## config.mk

```make
export PLATFORM = sky130hd
export DESIGN_NAME = tstate_decoder
export DESIGN_NICKNAME = d
export VERILOG_FILES = /design/src/rtl/tstate_pkg.sv /design/src/rtl/tstate_packer.sv /design/src/rtl/tstate_decoder.sv
export SDC_FILE = /design/constraint.sdc
export NUM_CORES = 1
export LEC_CHECK = 0
export CORE_UTILIZATION = 35
export DETAILED_ROUTE_END_ITERATION = 10
export GPL_TIMING_DRIVEN = 0
export SLEW_MARGIN = 30
export SYNTH_ARGS = -nofsm -noshare
export SYNTH_HDL_FRONTEND = slang
export SYNTH_SLANG_ARGS = --single-unit
```

## constraint.sdc

```tcl
create_clock -name clk -period 2.8 [get_ports clk]
set_clock_uncertainty 0.05 [all_clocks]
set_input_delay 0.56 -clock clk [delete_from_list [all_inputs] [get_ports clk]]
set_output_delay 0.56 -clock clk [all_outputs]
set_load 0.01 [all_outputs]
```

## src/rtl/tstate_pkg.sv

```systemverilog
// Shared definitions for the 2-bit T-flip-flop state encoder and its decoder:
// state type and constants, decoder FSM states, and the encoder transition function.
package tstate_pkg;

    typedef logic [1:0] tstate_t;

    localparam tstate_t S00 = 2'b00;
    localparam tstate_t S01 = 2'b01;
    localparam tstate_t S10 = 2'b10;
    localparam tstate_t S11 = 2'b11;

    localparam logic [7:0] ERR_CNT_MAX = 8'd255;

    typedef enum logic [0:0] {
        SYNC = 1'b0,
        HALT = 1'b1
    } fsm_t;

    // Encoder next state for a given previous state and input bit.
    function automatic tstate_t next_state(input tstate_t prev, input logic x);
        tstate_t nxt;
        case (prev)
            S00:     nxt = x ? S00 : S01;
            S01:     nxt = x ? S10 : S11;
            S10:     nxt = x ? S10 : S11;
            S11:     nxt = x ? S11 : S00;
            default: nxt = S00;
        endcase
        return nxt;
    endfunction

endpackage

```

## src/rtl/tstate_packer.sv

```systemverilog
// Packs recovered bits into WORD_W-bit words, first bit in the LSB.
// clear_i drops the partial word and returns the bit index to 0.
module tstate_packer
    import tstate_pkg::*;
#(
    parameter int WORD_W = 8
) (
    input  logic              clk,
    input  logic              reset,
    input  logic              shift_i,
    input  logic              bit_i,
    input  logic              clear_i,
    output logic              word_valid_o,
    output logic [WORD_W-1:0] word_o
);

    localparam int                IDX_W    = $clog2(WORD_W);
    localparam logic [IDX_W-1:0] LAST_IDX = IDX_W'(WORD_W - 1);

    logic [IDX_W-1:0]  idx_q, idx_d;
    logic [WORD_W-1:0] shreg_q, shreg_d;
    logic [WORD_W-1:0] word_q, word_d;
    logic              word_valid_q, word_valid_d;

    // Next-state: right shift so that after WORD_W bits the first one sits in the LSB.
    always_comb begin
        idx_d        = idx_q;
        shreg_d      = shreg_q;
        word_d       = word_q;
        word_valid_d = 1'b0;
        if (clear_i) begin
            idx_d   = '0;
            shreg_d = '0;
        end else if (shift_i) begin
            shreg_d = {bit_i, shreg_q[WORD_W-1:1]};
            if (idx_q == LAST_IDX) begin
                idx_d        = '0;
                word_d       = shreg_d;
                word_valid_d = 1'b1;
            end else begin
                idx_d = idx_q + IDX_W'(1);
            end
        end else begin
            idx_d = idx_q;
        end
    end

    // Packer state and registered outputs.
    always_ff @(posedge clk or posedge reset) begin
        if (reset) begin
            idx_q        <= '0;
            shreg_q      <= '0;
            word_q       <= '0;
            word_valid_q <= 1'b0;
        end else begin
            idx_q        <= idx_d;
            shreg_q      <= shreg_d;
            word_q       <= word_d;
            word_valid_q <= word_valid_d;
        end
    end

    assign word_valid_o = word_valid_q;
    assign word_o       = word_q;

endmodule

```

## src/rtl/tstate_decoder.sv

```systemverilog
// Recovers encoder input bits from the observed {A,B} state stream and flags illegal transitions.
// Optional TSTATE_DEC_RESYNC_EN: resynchronise on an illegal sample instead of halting.
module tstate_decoder
    import tstate_pkg::*;
#(
    parameter int WORD_W = 8
) (
    input  logic              clk,
    input  logic              reset,
    input  logic              in_valid,
    input  logic [1:0]        in_state,
    output logic              bit_valid,
    output logic              bit_x,
    output logic              word_valid,
    output logic [WORD_W-1:0] word,
    output logic              err,
    output logic [7:0]        err_cnt,
    output logic              sync
);

    fsm_t       state_q, state_d;
    tstate_t    prev_q, prev_d;
    logic       bit_valid_q, bit_valid_d;
    logic       bit_x_q, bit_x_d;
    logic       err_q, err_d;
    logic [7:0] err_cnt_q, err_cnt_d;
    logic       sync_q, sync_d;

    logic       legal_s;
    logic       x_s;
    logic       accept_s;
    logic       good_s;
    logic       bad_s;

    // Invert the encoder: find the x that maps prev to the observed state, if any.
    always_comb begin
        legal_s = 1'b0;
        x_s     = 1'b0;
        if (next_state(prev_q, 1'b0) == tstate_t'(in_state)) begin
            legal_s = 1'b1;
            x_s     = 1'b0;
        end else if (next_state(prev_q, 1'b1) == tstate_t'(in_state)) begin
            legal_s = 1'b1;
            x_s     = 1'b1;
        end else begin
            legal_s = 1'b0;
            x_s     = 1'b0;
        end
    end

    assign accept_s = in_valid && (state_q == SYNC);
    assign good_s   = accept_s && legal_s;
    assign bad_s    = accept_s && !legal_s;

    // FSM state register.
    always_ff @(posedge clk or posedge reset) begin
        if (reset) begin
            state_q <= SYNC;
        end else begin
            state_q <= state_d;
        end
    end

    // FSM next state: only an illegal sample without resync leaves SYNC.
    always_comb begin
        state_d = state_q;
        case (state_q)
            SYNC: begin
`ifdef TSTATE_DEC_RESYNC_EN
                state_d = SYNC;
`else
                if (bad_s) begin
                    state_d = HALT;
                end else begin
                    state_d = SYNC;
                end
`endif
            end
            HALT:    state_d = HALT;
            default: state_d = SYNC;
        endcase
    end

    // Output and tracking next values; bit_x holds between pulses.
    always_comb begin
        bit_valid_d = good_s;
        err_d       = bad_s;
        bit_x_d     = bit_x_q;
        prev_d      = prev_q;
        err_cnt_d   = err_cnt_q;
        sync_d      = (state_d == SYNC);
        if (good_s) begin
            bit_x_d = x_s;
            prev_d  = tstate_t'(in_state);
        end else if (bad_s) begin
`ifdef TSTATE_DEC_RESYNC_EN
            prev_d = tstate_t'(in_state);
`else
            prev_d = prev_q;
`endif
            if (err_cnt_q != ERR_CNT_MAX) begin
                err_cnt_d = err_cnt_q + 8'd1;
            end else begin
                err_cnt_d = err_cnt_q;
            end
        end else begin
            bit_x_d = bit_x_q;
        end
    end

    // Tracking state and registered outputs.
    always_ff @(posedge clk or posedge reset) begin
        if (reset) begin
            prev_q      <= S00;
            bit_valid_q <= 1'b0;
            bit_x_q     <= 1'b0;
            err_q       <= 1'b0;
            err_cnt_q   <= 8'd0;
            sync_q      <= 1'b1;
        end else begin
            prev_q      <= prev_d;
            bit_valid_q <= bit_valid_d;
            bit_x_q     <= bit_x_d;
            err_q       <= err_d;
            err_cnt_q   <= err_cnt_d;
            sync_q      <= sync_d;
        end
    end

    tstate_packer #(
        .WORD_W(WORD_W)
    ) u_packer (
        .clk         (clk),
        .reset       (reset),
        .shift_i     (good_s),
        .bit_i       (x_s),
        .clear_i     (bad_s),
        .word_valid_o(word_valid),
        .word_o      (word)
    );

    assign bit_valid = bit_valid_q;
    assign bit_x     = bit_x_q;
    assign err       = err_q;
    assign err_cnt   = err_cnt_q;
    assign sync      = sync_q;

endmodule

```

==> results of run 1 <==
final cells by class:
| type | count | area [um2] | share of cell area, % |
|---|---|---|---|
| Buffer | 4 | 16.3 | 0.872 |
| Clock buffer | 7 | 86.3 | 4.63 |
| Clock inverter | 1 | 5.00 | 0.268 |
| Inverter | 6 | 22.5 | 1.21 |
| Multi-Input combinational cell | 79 | 569 | 30.5 |
| Sequential cell | 34 | 852 | 45.7 |
| Tap cell | 50 | 62.6 | 3.36 |
| Timing Repair Buffer | 25 | 250 | 13.4 |
power breakdown:
part	leakage [uW]	total, uW	switching (uW)	internal (uW)
registers	0.000453	677	82.5	595
clock network	0.0000482	369	171	198
logic	0.000371	464	247	216
total	0.000872	1510	501	1010
layout by cell type, fill, tap and decap left out:
master	count
dfstp_2	1
xor2_1	2
clkbuf_8	6
nand3b_1	1
clkbuf_1	4
mux2_2	10
a31oi_1	1
inv_2	1
nor2b_1	2
clkdlybuf4s50_1	25
nand4_1	6
a22o_1	1
nand3_1	1
and3_1	4
a21o_1	2
buf_2	1
ha_1	5
or2_2	1
inv_1	5
xor2_2	1
a21oi_1	1
nand3_2	1
o31ai_1	1
nand2b_1	1
nor2_1	3
nand2_1	17
mux2i_2	1
dfrtp_1	33
and4_1	2
o21ai_0	8
xnor2_1	7
clkinv_2	1
logic make-up after synthesis:
family | count (synthesis)
simple gates | 39
mux | 11
buf+inv | 10
xor+xnor | 10
flops | 34
fa+ha+maj | 5
compound gates | 14
synthesized netlist by cell type:
library cell | count | area, um2
nor2b_1 | 2 | 12.5
a22o_1 | 1 | 8.76
mux2i_2 | 1 | 13.8
o31ai_1 | 1 | 7.51
ha_1 | 5 | 62.6
xor2_2 | 1 | 16.3
nor2_1 | 3 | 11.3
nand4_1 | 6 | 37.5
nand3_1 | 1 | 5.00
xor2_1 | 2 | 17.5
a31oi_1 | 1 | 6.26
a21oi_1 | 1 | 5.00
nand3_2 | 1 | 10.0
a21o_1 | 2 | 15.0
dfrtp_1 | 33 | 826
or2_2 | 1 | 6.26
dfstp_2 | 1 | 26.3
xnor2_1 | 7 | 61.3
nand2b_1 | 1 | 6.26
clkbuf_1 | 3 | 11.3
and4_1 | 2 | 17.5
mux2_2 | 10 | 113
buf_2 | 1 | 5.00
inv_1 | 6 | 22.5
nand2_1 | 17 | 63.8
nand3b_1 | 1 | 7.51
and3_1 | 4 | 25.0
o21ai_0 | 8 | 40.0
state kept, by name (all words and copies together), names as in the netlist:
signal and flops:
u_packer.word_valid_o 1, err 1, bit_valid 1, u_packer.word_o 8
u_packer.idx_q 3, sync 1, state_q 1, bit_x 1
prev_q 2, u_packer.shreg_q 7, err_cnt 8
layer usage:
layer  part of all wire (%)  GRT usage (%)
met5                      0              0
met4                    1.9           7.98
met3                    4.1           4.62
met2                     50           24.9
met1                     44           16.6
metrics by stage:
| stage | power [uW] | area, um2 |
|---|---|---|
| 4_1_cts | 1540 | 1860 |
| 3_5_place_dp | 1160 | 1770 |
| 6_report | 1510 | 1860 |
| 5_1_grt | 1630 | 1860 |
| 2_1_floorplan | 982 | 1460 |
| 3_3_place_gp | 1140 | 1770 |
critical path, cell delays in order:
cell and delay [ns]:
clkdlybuf4s50_1 0.43, xnor2_1 0.26, mux2i_2 0.34, xor2_2 0.28, nand3_2 0.25, mux2_2 0.35
worst max-delay path by stage:
stage                                     start                             end  slack, ns  cells after the start
after detailed placement            in_state[0]  u_packer.word_o[6]$_DFFE_PP0P_       0.11                      6
after floorplan           prev_q[0]$_DFFE_PP0P_  u_packer.word_o[0]$_DFFE_PP0P_       0.79                      6
after CTS                           in_state[0]  u_packer.word_o[6]$_DFFE_PP0P_       0.42                      6
after global routing                in_state[0]  u_packer.word_o[4]$_DFFE_PP0P_       0.32                      6
final                               in_state[0]  u_packer.word_o[6]$_DFFE_PP0P_       0.45                      6
after global placement              in_state[0]  u_packer.word_o[6]$_DFFE_PP0P_       0.17                      6
==> qor.txt, run 1 <==
Outcome - complete, no violations
Final Setup Violations - 0
CTS root buf - clkbuf_8
Vias per inst - 4.90
Post-Synthesis Cell Area - 0.00146 mm2
CTS max path bufs - 2
Mean Syn Cell Area - 11.9 um2
Num CTS Buffers - 5
Total iterations of the first detailed-routing run - 4
Fill cells - 372
Fmax - 425 MHz
Final wirelength - 2670 um
Vias - 1009
Worst hold-check slack - 0.396 ns
Final Cycle Share - 84.0%
Num rows - 23
Net Count, Synth - 133
R2R setup slack - 0.55 ns
Total grt overflow - 0
Xor/xnor share of the synthesized area - 6.51%
HPWL after detailed placement - 1830 um
Maximum vdd drop - 0.391 mV
Diodes inserted - 0
Setup TNS - 0 ns
Port Buf Inserts - 25
LEAKAGE - 0.000872 uW
Flops & latches, synth - 34
Placed Cells incl. Taps - 198
Clock slew seen by the registers of the worst setup and hold paths - 0.07 ns
Final core occ - 46.6%
Largest net degree at the start of global routing - 35
Die height - 66.6 um
R2R Path End - u_packer.word_o[6]$_DFFE_PP0P_
Area delta synth->final - 27.7%
Crit Path Max Fanout - 9
Pre-CTS setup slack - 0.114 ns
Worst setup EP type - flop
CP required - 2.92 ns
CTS tree - built
Seq/Total Area, Yosys - 58.4%
Post-CTS setup buffers - 0
Setup CP Type - in2reg
Final cell count without fillers - 206
Hold Path Depth - 1
Cell count after synthesis - 123
Synth Area in Compound Gates - 5.66%
Post-CTS sizing - 0
Relative slew slack - 53.5%
RSZ-0062 raised after global routing - false
GR Util All Layers - 14.8%
Max Cap Violations - 0
Fin nets - 165
Pwr dens - 810 mW/mm2
Clock sink total - 34
Worst min-delay path class - reg2reg
Clk_lat worst skew - 0.28 ns
Yosys warning count - 0
Initial Util - 36.5%
Number of H-tree levels - 2
Worst reg-to-reg path cell count - 6
Crit path launch type - input port
Worst-margin pin slew - 0.696 ns
Final hold vios - 0
Post-layout minimum cycle time - 2.35 ns
Adder-Cell Fraction of Synth Area - 4.28%
First-pass GRT wire length - 4740 um
Post-synthesis mux area share - 8.65%
Drt first-iter violations - 20
Synth Area in Simple Gates - 13.9%
Final slew viol count - 0
Largest family of logic cells by synthesized area - simple AND/OR/NAND/NOR gates
Reg2reg start - prev_q[0]$_DFFE_PP0P_
RePlAce Congestion - 0.863
Initial antenna violation count - 0
Worst Setup Slack, final - 0.447 ns
Ports - 26
Hold Crit Endpoint - sync$_DFF_PP1_
DRC viols - 0
Routed Antenna Nets - 0
Mean routed wirelength per cell - 12.9 um
Core area - 0.00400 mm2
Die width - 66.6 um
# hold bufs at CTS - 0
Vias in the first global route - 1087
Share of layout cells above drive strength 1 - 15.4%
CP Data Arrival Time - 2.47 ns
Synth unique cells - 28
Worst Hold Launch - state_q$_DFF_PP0_
DIE AREA - 0.00443 mm2
Power figures use the tool's default switching activity.
==> inputs of run 2 (changes only) <==
Clock period 2.8 ns to 2.1 ns, I/O delays scaled along.
==> qor.txt, run 2 (synthesis results as in run 1) <==
Outcome - complete, no violations
DIE AREA - 0.00443 mm2
Final slew viol count - 0
Final wirelength - 2840 um
DRC viols - 0
Core area - 0.00400 mm2
Initial Util - 36.5%
Crit Path Max Fanout - 4
CP Data Arrival Time - 2.15 ns
Number of H-tree levels - 2
Multi-input logic area - 612 um2
Routed Antenna Nets - 0
Num rows - 23
LEAKAGE - 0.000933 uW
Mean routed wirelength per cell - 13.3 um
Placed Cells incl. Taps - 198
Die height - 66.6 um
Commonest non-fill, non-tap cells in the layout - 33 x dfrtp_1, 24 x clkdlybuf4s50_1, 16 x nand2_1
Ports - 26
Clk_lat worst skew - 0.28 ns
Num CTS Buffers - 5
Clock sink total - 34
Post-layout minimum cycle time - 2.03 ns
Diodes inserted - 0
Area delta synth->final - 35.3%
Total iterations of the first detailed-routing run - 4
RePlAce Congestion - 0.863
Vias per inst - 4.92
Worst setup EP type - flop
CP required - 2.22 ns
Reg area - 852 um2
Clock slew seen by the registers of the worst setup and hold paths - 0.07 ns
Fin nets - 172
Max Cap Violations - 0
Final Setup Violations - 0
GR Util All Layers - 15.0%
CTS tree - built
Pwr dens - 1170 mW/mm2
Vias in the first global route - 1096
# hold bufs at CTS - 0
Worst-margin pin slew - 0.699 ns
Most common cell after layout, fill and taps aside - dfrtp_1
First-pass GRT wire length - 4810 um
Port Buf Inserts - 25
Drt first-iter violations - 30
Relative slew slack - 53.3%
Worst min-delay path class - reg2reg
Crit path launch type - flop
HPWL after detailed placement - 1830 um
Vias - 1049
Fill cells - 364
Die width - 66.6 um
Final hold vios - 0
Maximum vdd drop - 0.535 mV
Fmax - 492 MHz
Share of layout cells above drive strength 1 - 23.3%
Setup CP Type - reg2reg
CTS max path bufs - 2
Largest net degree at the start of global routing - 35
CTS root buf - clkbuf_8
Final total power - 2320 uW
Total grt overflow - 0
Initial antenna violation count - 0
Final Cycle Share - 96.8%
Final cell count without fillers - 213
[run 2: critical path, stage by stage (launching register included)]
cell and delay (ns):
dfrtp_1 0.40, ha_2 0.20, xnor2_2 0.18, mux2i_2 0.31
xor2_2 0.19, buf_4 0.15, nand3_2 0.13, mux2_2 0.30
[run 2: power breakdown]
part	switching [uW]	internal (uW)	leakage (uW)	total, uW
Clock	228	264	0.0000482	492
Sequential	110	793	0.000453	903
Combinational	419	502	0.000432	921
[run 2: area by class of cell]
| cell class | count | share of cell area, % |
|---|---|---|
| sequential | 34 | 43.1 |
| clock inverter | 1 | 0.253 |
| timing repair buffer | 31 | 15.7 |
| clock buffer | 7 | 4.37 |
| inverter | 6 | 1.14 |
| tap | 50 | 3.17 |
| buffer | 4 | 1.27 |
| multi-input combinational | 80 | 31.0 |
[run 2: metrics by stage]
stage | area [um2] | TNS (ns) | utilization, % | hold slack, ns | setup WS [ns]
global placement | 1770 | -7.07 | 44.3 | 0.363 | -0.389
floorplan | 1460 | 0 | - | 0.348 | 0.0898
detailed placement | 1770 | -8.60 | 44.3 | 0.391 | -0.446
CTS | 1910 | -0.00279 | 47.7 | 0.401 | -0.00279
finish | 1980 | 0 | 49.4 | 0.396 | 0.0674
global route | 1980 | -0.0474 | 49.4 | 0.437 | -0.0193
[run 2: path summary, 6_finish.rpt]
| check | start | endpoint | slack (ns) | cells after the start |
|---|---|---|---|---|
| worst min register to register | state_q$_DFF_PP0_ | sync$_DFF_PP1_ | 0.40 | 1 |
| worst min-delay path | state_q$_DFF_PP0_ | sync$_DFF_PP1_ | 0.40 | 1 |
| worst max-delay path | prev_q[0]$_DFFE_PP0P_ | u_packer.word_o[1]$_DFFE_PP0P_ | 0.07 | 7 |
| max in group asynchronous | reset | u_packer.word_o[6]$_DFFE_PP0P_ | 1.03 | 2 |
| min in group asynchronous | reset | u_packer.word_o[2]$_DFFE_PP0P_ | 0.52 | 2 |
| worst max register to register | prev_q[0]$_DFFE_PP0P_ | u_packer.word_o[1]$_DFFE_PP0P_ | 0.07 | 7 |
[run 2: timing repair]
item | 4_1_cts | 5_1_grt
gates cloned | 0 | 1
endpoints found under the setup margin | 15 | 23
buffers inserted | 2 | 4
pin swaps | 1 | 3
resized for setup | 5 | 9
[run 2: routing by layer]
layer	share of wire [%]	wire length [um]	vias to the layer above	GRT usage, %
met5	0	0	-	0
met4	1.8	51	0	7.98
met3	4.8	135	6	4.62
met2	50	1420	29	25.3
met1	44	1240	516	16.9
li1	-	-	498	-
==> inputs of run 3 (changes only) <==
Settings changed: CTS_BUF_LIST set to sky130_fd_sc_hd__clkbuf_4.
==> qor.txt, run 3 (synthesis results as in run 1) <==
CTS root buf - clkbuf_4
Fmax - 491 MHz
Die width - 66.6 um
Final hold vios - 0
Clock share of power - 16.5%
CP required - 2.27 ns
Die height - 66.6 um
CTS max path bufs - 2
Hold Path Depth - 1
Worst-margin pin slew - 0.709 ns
Int Power - 1390 uW
Psw - 766 uW
Worst reg-to-reg path cell count - 7
Worst path max stage delay - 0.41 ns
Fin nets - 170
Commonest non-fill, non-tap cells in the layout - 33 x dfrtp_1, 25 x clkdlybuf4s50_1, 16 x nand2_1
Ports - 26
HPWL after detailed placement - 1830 um
Outcome - complete, no violations
Num CTS Buffers - 5
First-pass GRT wire length - 4800 um
Final Setup Violations - 0
Largest net degree at the start of global routing - 35
DRC viols - 0
Routed Antenna Nets - 0
Post-layout minimum cycle time - 2.04 ns
Relative slew slack - 52.7%
Mean routed wirelength per cell - 13.5 um
Reg area - 852 um2
Drt first-iter violations - 41
Share of layout cells above drive strength 1 - 23.0%
Final total power - 2150 uW
LEAKAGE - 0.000904 uW
RePlAce Congestion - 0.863
GR Util All Layers - 14.9%
Port Buf Inserts - 25
Number of H-tree levels - 2
Crit path depth - 7
Final Cycle Share - 97.1%
Final slew viol count - 0
Vias in the first global route - 1103
CP Data Arrival Time - 2.21 ns
Worst min-delay path class - reg2reg
CTS tree - built
Fill cells - 362
RSZ-0062 raised after global routing - true
Core area - 0.00400 mm2
Sequential fraction of design power - 41.9%
Num rows - 23
Initial antenna violation count - 0
Max Cap Violations - 0
Area delta synth->final - 33.2%
Setup CP Type - reg2reg
Vias per inst - 5.01
Crit Path Max Fanout - 5
Most common cell after layout, fill and taps aside - dfrtp_1
Vias - 1057
Clock slew seen by the registers of the worst setup and hold paths - 0.10 ns
Clk_lat worst skew - 0.34 ns
Sw Ratio - 35.6%
Multi-input logic area - 642 um2
CP cell instances - ha_2, xnor2_2, mux2i_2, xor2_2, buf_6, nand3_4, mux2_2
Crit path launch type - flop
Clock sink total - 34
Family with the most delay on the worst path - multiplexers
Worst setup EP type - flop
Critical-path top delay cell - dfrtp_1
Initial Util - 36.5%
Diodes inserted - 0
Maximum vdd drop - 0.621 mV
Pwr dens - 1110 mW/mm2
Final wirelength - 2840 um
Total iterations of the first detailed-routing run - 4
Buf+Inv Stages, Crit Path - 1
DIE AREA - 0.00443 mm2
Combinational share of power - 41.6%
Total grt overflow - 0
Final core occ - 48.6%
==> run 3: cell types whose count changed in the layout (fill, tap and decap cells not counted), moves of 2 or more <==
cell / change
clkbuf_4: +6
buf_6: +2
clkbuf_8: -6
buf_4: -3
==> run 3: power groups by stage <==
stage	sequential [uW]	clock [uW]	combinational (uW)
after floorplan	915	0	394
after global placement	905	0	612
after detailed placement	916	0	630
after CTS	903	370	734
after global routing	922	405	975
final	901	355	896
==> run 3: repair_timing <==
| item | 4_1_cts | 5_1_grt |
|---|---|---|
| hold buffers | 0 | 0 |
| gates cloned | 0 | 1 |
| gates resized for setup | 4 | 14 |
| setup endpoints to repair | 16 | 24 |
| pin swaps | 3 | 2 |
| setup buffers | 2 | 2 |
==> run 3: layout make-up <==
class	instances	area share, %
flip-flops and latches	34	43.8
multi-input cells	80	33.0
repair buffers	29	14.8
well taps	50	3.22
clock buffers	6	2.32
plain buffers	4	1.22
inverters	6	1.16
clock inverters	2	0.450
==> run 3: worst register-to-register path: stages, from the launching register on <==
cell and delay, ns:
dfrtp_1 0.41, ha_2 0.20, xnor2_2 0.21, mux2i_2 0.31, xor2_2 0.17, buf_6 0.16
nand3_4 0.12, mux2_2 0.30
==> run 3: worst paths after layout <==
check / start / endpoint / slack (ns)
max: prev_q[0]$_DFFE_PP0P_ / u_packer.word_o[6]$_DFFE_PP0P_ / 0.06
min: state_q$_DFF_PP0_ / sync$_DFF_PP1_ / 0.40
max reg2reg: prev_q[0]$_DFFE_PP0P_ / u_packer.word_o[6]$_DFFE_PP0P_ / 0.06
min reg2reg: state_q$_DFF_PP0_ / sync$_DFF_PP1_ / 0.40
max in group asynchronous: reset / bit_x$_DFFE_PP0P_ / 1.08
min in group asynchronous: reset / u_packer.shreg_q[3]$_DFFE_PP0P_ / 0.46
==> run 3: layer usage <==
metal | part of all wire, % | wire length [um] | GRT usage [%]
met1 | 43 | 1210 | 16.5
met2 | 51 | 1450 | 25.3
met3 | 5.1 | 146 | 4.62
met4 | 1.0 | 29 | 7.71
met5 | 0 | 0 | 0
==> run 3: through the flow <==
| stage | setup TNS [ns] | hold WS, ns | cell area [um2] | cells | setup WS, ns |
|---|---|---|---|---|---|
| global route | -0.180 | 0.444 | 1940 | 211 | -0.0296 |
| global placement | -7.07 | 0.363 | 1770 | 198 | -0.389 |
| floorplan | 0 | 0.348 | 1460 | 123 | 0.0898 |
| CTS | 0 | 0.406 | 1870 | 208 | 0.00848 |
| detailed placement | -8.60 | 0.391 | 1770 | 198 | -0.446 |
| finish | 0 | 0.396 | 1940 | 211 | 0.0618 |
